$ cat src/rtl/pcie_app_pkg.sv
// Shared types for the PCIe application-side request path.
package pcie_app_pkg;

    typedef enum logic [1:0] {
        TT_NONE  = 2'd0,
        TT_MRD   = 2'd1,
        TT_MWR   = 2'd2,
        TT_UNSUP = 2'd3
    } trans_type_e;

    typedef enum logic [2:0] {
        CPL_SC = 3'b000,
        CPL_UR = 3'b001,
        CPL_CA = 3'b100
    } cpl_status_e;

    typedef struct packed {
        logic [2:0] fmt;
        logic [4:0] pktType;
        logic [7:0] tcRsvd;
        logic       td;
        logic       ep;
        logic [1:0] attr;
        logic [1:0] at;
        logic [9:0] length;
    } hdr0_type;

    typedef struct packed {
        logic [15:0] requesterId;
        logic [7:0]  tag;
        logic [3:0]  lastBe;
        logic [3:0]  firstBe;
    } hdr1_type;

    // A request is only serviceable when it uses a 3DW header and a QW-aligned address.
    function automatic logic isAligned(input logic is3dw, input logic qwAligned);
        return is3dw & qwAligned;
    endfunction

endpackage

$ cat src/rtl/sat_counter16.sv
// 16-bit event counter that sticks at all-ones instead of wrapping.
module sat_counter16 (
    input  logic        iCLK,
    input  logic        iRST_N,
    input  logic        iINC,
    output logic [15:0] oCOUNT
);

    logic [15:0] count_q;

    // Count enabled events, clearing synchronously and holding at the maximum.
    always_ff @(posedge iCLK) begin
        if (!iRST_N) begin
            count_q <= 16'h0000;
        end else if (iINC && (count_q != 16'hFFFF)) begin
            count_q <= count_q + 16'd1;
        end
    end

    assign oCOUNT = count_q;

endmodule

$ cat src/rtl/rx_req_dispatch.sv
// Dispatches one decoded MRd/MWr at a time to a register-bank target and
// produces the completion request for non-posted reads.
module rx_req_dispatch
    import pcie_app_pkg::*;
#(
    parameter int NUM_TGT     = 4,
    parameter int TGT_SEL_LSB = 20,
    parameter int TGT_SEL_W   = 2,
    parameter int RD_TIMEOUT  = 255
) (
    input  logic                         iCLK,
    input  logic                         iRST_N,
    input  logic                         iDECODE_VALID,
    input  trans_type_e                  iTRANS_TYPE,
    input  hdr0_type                     iHDR0,
    input  hdr1_type                     iHDR1,
    input  logic [29:0]                  iADDR,
    input  logic [63:0]                  iWR_DATA,
    input  logic                         iTLP_UR,
    input  logic                         iTLP_EP,
    input  logic                         iTLP_3DW_4DW_n,
    input  logic                         iTLP_ADDR_QWALIGNED,
    output logic                         oDONE_PULSE,
    output logic [NUM_TGT-1:0]           oTGT_WR,
    output logic [NUM_TGT-1:0]           oTGT_RD,
    output logic [29:0]                  oTGT_ADDR,
    output logic [63:0]                  oTGT_WR_DATA,
    input  logic [NUM_TGT-1:0]           iTGT_RD_VALID,
    input  logic [NUM_TGT-1:0][63:0]     iTGT_RD_DATA,
    output logic                         oCPL_REQ,
    output cpl_status_e                  oCPL_STATUS,
    output logic [63:0]                  oCPL_DATA,
    output hdr0_type                     oCPL_HDR0,
    output hdr1_type                     oCPL_HDR1,
    input  logic                         iCPL_ACK,
    output logic [15:0]                  oDROP_CNT,
    output logic [15:0]                  oRD_TIMEOUT_CNT
);

    typedef enum logic [2:0] {
        IDLE_ST,
        WR_ST,
        RD_REQ_ST,
        RD_WAIT_ST,
        CPL_ST,
        DONE_ST,
        WAIT_DROP_ST
    } state_e;

    localparam logic [7:0] RdTimeoutL = 8'(RD_TIMEOUT);

    state_e                 state_q;
    logic [TGT_SEL_W-1:0]   tgt_q;
    logic [29:0]            addr_q;
    logic [63:0]            wrData_q;
    hdr0_type               hdr0_q;
    hdr1_type               hdr1_q;
    logic [NUM_TGT-1:0]     wrStrobe_q;
    logic [NUM_TGT-1:0]     rdStrobe_q;
    logic                   done_q;
    logic                   cplReq_q;
    cpl_status_e            cplStatus_q;
    logic [63:0]            cplData_q;
    logic [7:0]             timer_q;
    logic                   dropInc_q;
    logic                   timeoutInc_q;

    logic [TGT_SEL_W-1:0]   tgtIn;
    logic                   okSel;
    logic                   okAlign;
    logic [NUM_TGT-1:0]     inOneHot;
    logic                   selValid;
    logic [63:0]            selData;

    assign tgtIn    = iADDR[TGT_SEL_LSB +: TGT_SEL_W];
    assign okSel    = (32'(tgtIn) < NUM_TGT);
    assign okAlign  = isAligned(iTLP_3DW_4DW_n, iTLP_ADDR_QWALIGNED);
    assign inOneHot = NUM_TGT'(1) << tgtIn;
    assign selValid = iTGT_RD_VALID[tgt_q];
    assign selData  = iTGT_RD_DATA[tgt_q];

    // Request sequencer: classifies the incoming TLP, strobes the target,
    // waits for read data or timeout, holds the completion, then hands back to the decoder.
    always_ff @(posedge iCLK) begin
        if (!iRST_N) begin
            state_q      <= IDLE_ST;
            tgt_q        <= '0;
            addr_q       <= '0;
            wrData_q     <= '0;
            hdr0_q       <= '0;
            hdr1_q       <= '0;
            wrStrobe_q   <= '0;
            rdStrobe_q   <= '0;
            done_q       <= 1'b0;
            cplReq_q     <= 1'b0;
            cplStatus_q  <= CPL_SC;
            cplData_q    <= '0;
            timer_q      <= '0;
            dropInc_q    <= 1'b0;
            timeoutInc_q <= 1'b0;
        end else begin
            wrStrobe_q   <= '0;
            rdStrobe_q   <= '0;
            done_q       <= 1'b0;
            dropInc_q    <= 1'b0;
            timeoutInc_q <= 1'b0;
            case (state_q)
                IDLE_ST: begin
                    if (iDECODE_VALID) begin
                        tgt_q    <= tgtIn;
                        addr_q   <= iADDR;
                        wrData_q <= iWR_DATA;
                        hdr0_q   <= iHDR0;
                        hdr1_q   <= iHDR1;
                        if (iTLP_EP) begin
                            dropInc_q <= 1'b1;
                            state_q   <= WAIT_DROP_ST;
                        end else if (iTLP_UR) begin
                            cplStatus_q <= CPL_UR;
                            cplData_q   <= '0;
                            cplReq_q    <= 1'b1;
                            state_q     <= CPL_ST;
                        end else begin
                            case (iTRANS_TYPE)
                                TT_MWR: begin
                                    if (okSel && okAlign) begin
                                        wrStrobe_q <= inOneHot;
                                        state_q    <= WR_ST;
                                    end else begin
                                        dropInc_q <= 1'b1;
                                        done_q    <= 1'b1;
                                        state_q   <= DONE_ST;
                                    end
                                end
                                TT_MRD: begin
                                    if (okSel && okAlign) begin
                                        rdStrobe_q <= inOneHot;
                                        state_q    <= RD_REQ_ST;
                                    end else begin
                                        cplStatus_q <= CPL_UR;
                                        cplData_q   <= '0;
                                        cplReq_q    <= 1'b1;
                                        state_q     <= CPL_ST;
                                    end
                                end
                                default: begin
                                    dropInc_q <= 1'b1;
                                    state_q   <= WAIT_DROP_ST;
                                end
                            endcase
                        end
                    end
                end
                WR_ST: begin
                    done_q  <= 1'b1;
                    state_q <= DONE_ST;
                end
                RD_REQ_ST: begin
                    timer_q <= RdTimeoutL;
                    state_q <= RD_WAIT_ST;
                end
                RD_WAIT_ST: begin
                    if (selValid) begin
                        cplStatus_q <= CPL_SC;
                        cplData_q   <= selData;
                        cplReq_q    <= 1'b1;
                        state_q     <= CPL_ST;
                    end else if (timer_q <= 8'd1) begin
                        cplStatus_q  <= CPL_CA;
                        cplData_q    <= '0;
                        cplReq_q     <= 1'b1;
                        timeoutInc_q <= 1'b1;
                        timer_q      <= '0;
                        state_q      <= CPL_ST;
                    end else begin
                        timer_q <= timer_q - 8'd1;
                    end
                end
                CPL_ST: begin
                    if (iCPL_ACK) begin
                        cplReq_q <= 1'b0;
                        done_q   <= 1'b1;
                        state_q  <= DONE_ST;
                    end
                end
                DONE_ST: begin
                    state_q <= WAIT_DROP_ST;
                end
                WAIT_DROP_ST: begin
                    if (!iDECODE_VALID) begin
                        state_q <= IDLE_ST;
                    end
                end
                default: begin
                    state_q <= IDLE_ST;
                end
            endcase
        end
    end

    sat_counter16 uDropCnt (
        .iCLK   (iCLK),
        .iRST_N (iRST_N),
        .iINC   (dropInc_q),
        .oCOUNT (oDROP_CNT)
    );

    sat_counter16 uTimeoutCnt (
        .iCLK   (iCLK),
        .iRST_N (iRST_N),
        .iINC   (timeoutInc_q),
        .oCOUNT (oRD_TIMEOUT_CNT)
    );

    assign oDONE_PULSE  = done_q;
    assign oTGT_WR      = wrStrobe_q;
    assign oTGT_RD      = rdStrobe_q;
    assign oTGT_ADDR    = addr_q;
    assign oTGT_WR_DATA = wrData_q;
    assign oCPL_REQ     = cplReq_q;
    assign oCPL_STATUS  = cplStatus_q;
    assign oCPL_DATA    = cplData_q;
    assign oCPL_HDR0    = hdr0_q;
    assign oCPL_HDR1    = hdr1_q;

endmodule

$ cat config.mk
export PLATFORM = sky130hd
export DESIGN_NAME = rx_req_dispatch
export DESIGN_NICKNAME = d
export VERILOG_FILES = /design/src/rtl/pcie_app_pkg.sv /design/src/rtl/sat_counter16.sv /design/src/rtl/rx_req_dispatch.sv
export SDC_FILE = /design/constraint.sdc
export NUM_CORES = 1
export LEC_CHECK = 0
export ABC_AREA = 1
export BUFFER_PORTS_ARGS = -buffer_cell sky130_fd_sc_hd__buf_2
export CORE_AREA = 2 2 269 271
export CTS_BUF_LIST = sky130_fd_sc_hd__clkbuf_4 sky130_fd_sc_hd__clkbuf_8 sky130_fd_sc_hd__clkbuf_16
export CTS_CLUSTER_DIAMETER = 50
export DETAILED_ROUTE_END_ITERATION = 16
export DIE_AREA = 0 0 271 273
export PLACE_DENSITY = 0.45
export SYNTH_ARGS = -nofsm -noshare
export SYNTH_HDL_FRONTEND = slang
export SYNTH_SLANG_ARGS = --single-unit
$ cat constraint.sdc
create_clock -name iCLK -period 4.9 [get_ports iCLK]
set_clock_uncertainty 0.05 [all_clocks]
set_input_delay 0.735 -clock iCLK [delete_from_list [all_inputs] [get_ports iCLK]]
set_output_delay 0.735 -clock iCLK [all_outputs]
set_load 0.05 [all_outputs]
==> out/results.txt, run 1 <==
Cell taking the most area after synthesis - dfxtp_1
Core Util, Final - 25.7%
Top-Level Pins - 695
WP data required - 4.12 ns
Worst r2r src - tgt_q[0]$_SDFFE_PN0P_
WL per Instance - 15.6 um
Die Y - 273 um
CTS Buffer Depth - 3
GR Overflow Total - 0
Yosys warning total - 0
Unrepaired setup endpoints after global routing - false
Nets - 2883
Synth top area share - 44.2%
FP Rows - 98
Initial antenna violation count - 12
Number of max-cap violations - 0
Placed cells - 3354
Register bit total from synthesis - 279
Clock slew at reported path FFs - 0.06 ns
Post-synthesis async set-or-reset flop share - 0%
Vias post-DR - 14400
Tmin final - 3.13 ns
PostCTS Resize Cnt - 0
GR Layer Usage met1 - 16.2%
Synthesized area per cell - 6.93 sq um
Die ar. - 74000 sq um
Total Routing Usage GR - 13.6%
Register area share after synthesis - 44.2%
Largest net degree at the start of global routing - 160
Clk Latency, worst-skew pair - 0.55 ns
Root Driver - clkbuf_16
1st-iter DRT viols - 707
DRT Pass-1 Iters - 6
Cts hold-fix bufs - 0
GR Util met2 - 22.5%
Setup Buffers After CTS - 0
Top FF cell, synth - dfxtp_1
Max Slew Vio Count - 0
Setup tns final - 0 ns
Setup Viol. Count Final - 0
Mapped Cells - 1823
Vias per inst - 4.19
H-tree depth - 2
Critical path launch point - tgt_q[0]$_SDFFE_PN0P_
DIE WIDTH - 271 um
WHS Path Cells - 3
Fmax - 319 MHz
Final period utilization - 64.0%
Slew @ Worst Pin - 1.12 ns
Vias in the first global route - 14000
Core area - 71000 sq um
Setup WS pre-CTS - 1.95 ns
First-pass GRT wire length - 80200 um
Fraction of layout cells with a size suffix above 1 - 34.0%
Ranking of synthesized cells by area - dfxtp_1 (44%), nor2_1 (15%), o21ai_0 (11%), nand2_1 (8.0%), a21oi_1 (3.4%)
Hold Crit Start - iWR_DATA[13]
Placed cell area - 16800 sq um
Worst Path Class, Setup - reg -> out
Mapped Area - 12600 sq um
Leakage - 8.60 nW
Critical Path AT - 2.35 ns
Worst vdd ir - 0.406 mV
Worst slew margin - 25.3%
CTS tree - yes
Initial core utilization - 17.8%
Remaining antenna violation count - 0
Design area - 18300 sq um
CP endpoint kind - primary output
CTS buffer count - 42
Reg2reg end - oCPL_DATA[31]$_SDFFE_PN0P_
CTS sink count - 279
Total power - 11.0 mW
HPWL after DPL - 39200 um
Hold Vio Cnt, Final - 0
PwrDens - 600 nW/um^2
EDFF count, synth - 0
Most frequent cells in the layout - buf_2 (692), nor2_1 (500), o21ai_0 (290)
Placer's final routability congestion estimate - 0.861
# fillers - 7969
Most common cell after layout, fill and taps aside - buf_2
R2R Setup Slk - 2.11 ns
Startpoint types - flop
Syn_nets - 2258
Final setup margin - 1.77 ns
CP max FO - 81
Met3 Resource Use GR - 4.75%
Area grow syn2layout - 44.5%
I/O Buffers - 693
Min-delay worst type - in -> reg
CP endpoint - oTGT_ADDR[20]
Cell variety after synth - 36
Worst R2R Path Depth - 8
DRC errors left - 0
Post-Route WL - 53600 um
Top Usage Layer GRT - met2
Hold_ws - 0.345 ns
Outcome - finished, final reports clean
Non-filler instance count after layout - 3436
critical path, cell delays in order (launching register included):
cell	delay [ns]
dfxtp_4	0.64
buf_4	0.69
buf_2	0.39
per-layer routing:
layer  wire (um)  vias to the layer above  share of wire, %
met5          56                        -              0.10
met4        1620                       10               3.0
met3        4710                       87               8.8
met2       25000                      542                47
met1       22300                     6494                42
li1            -                     7253                 -
how the worst min path moves through the flow:
stage | endpoint
finish | oTGT_WR_DATA[13]$_SDFFE_PN0P_
global route | oCPL_HDR1[23]$_SDFFE_PN0P_
CTS | oCPL_HDR0[16]$_SDFFE_PN0P_
detailed placement | oCPL_DATA[7]$_SDFFE_PN0P_
global placement | oCPL_REQ$_SDFFE_PN0P_
floorplan | timer_q[1]$_SDFFE_PN0P_
where the power goes:
group / total, mW / internal [mW] / switching (mW)
combinational: 4.85 / 1.14 / 3.71
sequential: 3.10 / 2.80 / 0.301
clock: 3.00 / 1.87 / 1.14
synthesized netlist by cell type, types with 3 or more instances:
| library cell | instances |
|---|---|
| xor2_1 | 13 |
| o21ai_2 | 3 |
| nand4_1 | 14 |
| a21oi_1 | 85 |
| nor2_2 | 5 |
| a31oi_1 | 3 |
| o21ai_0 | 290 |
| inv_1 | 49 |
| nor3_1 | 9 |
| nand2_1 | 269 |
| nor2_1 | 500 |
| buf_2 | 25 |
| xnor2_1 | 5 |
| nand2_2 | 19 |
| dfxtp_1 | 279 |
| a21oi_2 | 18 |
| inv_2 | 6 |
| buf_6 | 3 |
| buf_4 | 15 |
| o21ai_1 | 13 |
| clkbuf_1 | 78 |
| ha_1 | 7 |
| o22ai_1 | 64 |
| nand3_1 | 37 |
logic make-up (layout without fill, tap and decap cells):
group	Yosys count	count (layout)	synth area share, %
compound gates	477	477	20.2
other cells	1	7	0.0297
flops	279	279	44.2
xor+xnor	18	18	1.25
buf+inv	180	837	6.44
fa+ha+maj	7	7	0.693
simple gates	861	861	27.2
cell type report:
type | count | area [sq um] | area share (%)
Inverter | 55 | 213 | 1.16
Antenna cell | 6 | 15.0 | 0.0822
Multi-Input combinational cell | 1364 | 6250 | 34.2
Tap cell | 950 | 1190 | 6.51
Clock buffer | 57 | 1220 | 6.70
Timing Repair Buffer | 706 | 3610 | 19.7
Sequential cell | 279 | 5590 | 30.6
Clock inverter | 19 | 178 | 0.973
registers in the layout, summed over array words and instances, names as in the netlist, 2 cells and up:
signal,cells
oTGT_WR,4
oTGT_ADDR,29
oTGT_RD,4
timer_q,8
oCPL_STATUS,2
state_q,3
oCPL_HDR1,32
oCPL_HDR0,32
oTGT_WR_DATA,64
oCPL_DATA,64
uDropCnt.oCOUNT,16
uTimeoutCnt.oCOUNT,16
Note: power is estimated with default switching activity, not from simulation.
==> inputs of run 2 (changes only) <==
- ABC_AREA: 1 -> 0
- CORE_AREA: 2 2 269 271 -> 2 2 272 274
- DIE_AREA: 0 0 271 273 -> 0 0 274 276
- PLACE_DENSITY: 0.45 -> 0.43
- clock period: 4.9 -> 2.9 ns (I/O delays scaled with it)
==> run 2 against run 1 <==
  * Count of clock-buffer cells in the layout did not move
  * Critical path depth rose by 4
  * Sequential share of layout area rose by 0.99 points
  * Power rose by 39%
  * Non-clock buffer count rose by 6
  * Combinational power rose by 4.5%
  * Via count fell by 17%
  * Critical path type is now reg -> reg
  * Largest power group is now clock
==> out/results.txt, run 2 <==
Outcome - finished, final reports clean (unchanged)
Worst r2r src - tgt_q[0]$_SDFFE_PN0P_ (unchanged)
I/O Buffers - 693 (unchanged)
Setup Viol. Count Final - 0 (unchanged)
CP endpoint kind - flop (was primary output)
Remaining antenna violation count - 0 (unchanged)
WP data required - 3.35 ns (was 4.12 ns)
Max Slew Vio Count - 0 (unchanged)
Most common cell after layout, fill and taps aside - buf_2 (unchanged)
Largest net degree at the start of global routing - 92 (was 160)
Clock slew at reported path FFs - 0.06 ns (about the same)
Root Driver - clkbuf_16 (unchanged)
PostCTS Resize Cnt - 0 (unchanged)
Worst slew margin - 48.3% (was 25.3%)
Die ar. - 75600 sq um (was 74000 sq um)
Most frequent cells in the layout - buf_2 (693), nand2_1 (338), dfxtp_1 (277) (was buf_2 (692), nor2_1 (500), o21ai_0 (290))
Mapped Cells - 1247 (was 1823)
Crit path cell chain - mux4_2, or3_4, a2bb2oi_2, nor2_8, buf_12, a22o_1 (was buf_4, buf_2)
Top-Level Pins - 695 (unchanged)
Number of max-cap violations - 0 (unchanged)
DRC errors left - 0 (unchanged)
Design area - 17700 sq um (was 18300 sq um)
Placed cells - 2826 (was 3354)
DIE WIDTH - 274 um (was 271 um)
Min-delay worst type - in -> reg (unchanged)
Fraction of layout cells with a size suffix above 1 - 44.8% (was 34.0%)
Clk Latency, worst-skew pair - 0.56 ns (was 0.55 ns)
Register area share after synthesis - 48.0% (was 44.2%)
Worst Path Class, Setup - reg -> reg (was reg -> out)
Cell variety after synth - 52 (was 36)
Setup tns final - 0 ns (unchanged)
Yosys warning total - 0 (unchanged)
WL per Instance - 18.7 um (was 15.6 um)
CTS Buffer Depth - 3 (unchanged)
Core area - 72600 sq um (was 71000 sq um)
Setup Buffers After CTS - 0 (unchanged)
Unrepaired setup endpoints after global routing - false (unchanged)
Cts hold-fix bufs - 0 (unchanged)
Worst vdd ir - 0.538 mV (was 0.406 mV)
Tmin final - 2.34 ns
First-pass GRT wire length - 77400 um (was 80200 um)
Cell family with most CP delay - simple AND/OR/NAND/NOR gates (was buffers and inverters)
Leakage - 7.92 nW (was 8.60 nW)
Mapped Area - 11600 sq um (was 12600 sq um)
HPWL after DPL - 42400 um (was 39200 um)
Area grow syn2layout - 52.2% (was 44.5%)
WHS Path Cells - 3 (unchanged)
CP max FO - 64 (was 81)
Syn_nets - 1682 (was 2258)
Placed cell area - 16100 sq um (was 16800 sq um)
Top FF cell, synth - dfxtp_1 (unchanged)
Crit path buffers/inverters - 1 (was 2)
Non-filler instance count after layout - 2911 (was 3436)
Initial antenna violation count - 4 (was 12)
Crit-path max cell delay - 0.53 ns (was 0.69 ns)
Post-synthesis async set-or-reset flop share - 0% (unchanged)
Fmax - 427 MHz
Slowest cell on the critical path - mux4_2 (was buf_4)
Post-Route WL - 54500 um (was 53600 um)
FP Rows - 99 (was 98)
Die Y - 276 um (was 273 um)
Reg2reg end - oCPL_DATA[41]$_SDFFE_PN0P_ (was oCPL_DATA[31]$_SDFFE_PN0P_)
Slew @ Worst Pin - 0.776 ns (was 1.12 ns)
CTS tree - yes (unchanged)
Cell taking the most area after synthesis - dfxtp_1 (unchanged)
Register bit total from synthesis - 279 (unchanged)
CTS buffer count - 45 (was 42)
PwrDens - 859 nW/um^2 (was 600 nW/um^2)
Worst R2R Path Depth - 6 (was 8)
Hold Crit Start - iWR_DATA[45] (was iWR_DATA[13])
Placer's final routability congestion estimate - 0.928 (was 0.861)
H-tree depth - 2 (unchanged)
EDFF count, synth - 0 (unchanged)
Hold endpoint - oTGT_WR_DATA[45]$_SDFFE_PN0P_ (was oTGT_WR_DATA[13]$_SDFFE_PN0P_)
DRT Pass-1 Iters - 5 (was 6)
GR Overflow Total - 0 (unchanged)
Most common cell in the netlist - nand2_1 (was nor2_1)
Critical Path AT - 2.79 ns (was 2.35 ns)
Hold Vio Cnt, Final - 0 (unchanged)
Total Routing Usage GR - 13.6% (about the same)
Final period utilization - 80.8%
Startpoint types - flop (unchanged)
CTS sink count - 279 (unchanged)
R2R Setup Slk - 0.56 ns (was 2.11 ns)
Synth top area share - 48.0% (was 44.2%)
Vias post-DR - 12000 (was 14400)
Vias in the first global route - 12000 (was 14000)
Initial core utilization - 16.0% (was 17.8%)
Vias per inst - 4.12 (was 4.19)
1st-iter DRT viols - 579 (was 707)
Ranking of synthesized cells by area - dfxtp_1 (48%), mux4_2 (13%), nand2_1 (11%), a21oi_1 (7.6%), a22o_1 (4.8%) (was dfxtp_1 (44%), nor2_1 (15%), o21ai_0 (11%), nand2_1 (8.0%), a21oi_1 (3.4%))
Nets - 2349 (was 2883)
Synthesized area per cell - 9.33 sq um (was 6.93 sq um)
Synth cell count leaders - nand2_1 (338), dfxtp_1 (279), a21oi_1 (177) (was nor2_1 (500), o21ai_0 (290), dfxtp_1 (279))
-- run 2: logic make-up after synthesis --
kind of cell | after synthesis | synth area share, %
AOI/OAI and AO/OA | 295 | 15.7
adders and majority gates | 7 | 0.753
buffers and inverters | 105 | 3.85
DFF | 279 | 48.0
and+or+nand+nor | 473 | 17.3
other | 1 | 0.0322
muxes | 69 | 12.9
xor gates and xnor gates | 18 | 1.36
-- run 2: layout make-up --
type | count | area, sq um
repair buffers | 712 | 3690
clock buffers | 57 | 1260
flip-flops and latches | 279 | 5590
fillers | 8002 | 54900
diodes | 2 | 5.00
multi-input cells | 863 | 5610
clock inverters | 26 | 284
well taps | 959 | 1200
inverters | 13 | 53.8
-- run 2: worst max path at each step --
stage                     depth (start not counted)                  start                         end  slack (ns)
after global routing                              6  tgt_q[0]$_SDFFE_PN0P_  oCPL_DATA[39]$_SDFFE_PN0P_        0.46
final                                             6  tgt_q[0]$_SDFFE_PN0P_  oCPL_DATA[41]$_SDFFE_PN0P_        0.56
after global placement                            7       iTGT_RD_VALID[1]  oCPL_DATA[60]$_SDFFE_PN0P_        0.38
after detailed placement                          7       iTGT_RD_VALID[1]  oCPL_DATA[41]$_SDFFE_PN0P_        0.34
after CTS                                         6  tgt_q[0]$_SDFFE_PN0P_  oCPL_DATA[41]$_SDFFE_PN0P_        0.55
after floorplan                                   4  tgt_q[0]$_SDFFE_PN0P_  oCPL_DATA[13]$_SDFFE_PN0P_        0.45
-- run 2: metrics by stage --
step	utilization, %	power (mW)	hold slack [ns]	worst slack [ns]
6_report	24.4	15.2	0.0572	0.557
5_1_grt	24.4	16.0	0.0211	0.461
4_1_cts	24.4	15.5	0.00241	0.547
3_5_place_dp	22.2	9.86	0.394	0.343
3_3_place_gp	22.2	9.83	0.390	0.381
2_1_floorplan	-	8.24	0.396	0.452
-- run 2: layer usage --
layer	routed length, um	vias to the layer above	track usage (%)	share of wire [%]
met5	22	-	0	0.040
met2	28100	523	25.2	51
met1	20500	5644	14.6	38
met3	4580	82	4.06	8.4
met4	1340	4	4.17	2.5
li1	-	5754	-	-
-- run 2: worst reg2reg max path, stage by stage (launching register included) --
cell and delay [ns]:
dfxtp_4 0.36, mux4_2 0.53, or3_4 0.46, a2bb2oi_2 0.22, nor2_8 0.13, buf_12 0.26
a22o_1 0.29
-- run 2: report_power, final --
part,switching [mW],total (mW),internal (mW),leakage [nW]
Clock,2.08,5.47,3.39,0.760
Sequential,0.323,4.66,4.34,2.27
Combinational,3.56,5.07,1.51,4.89
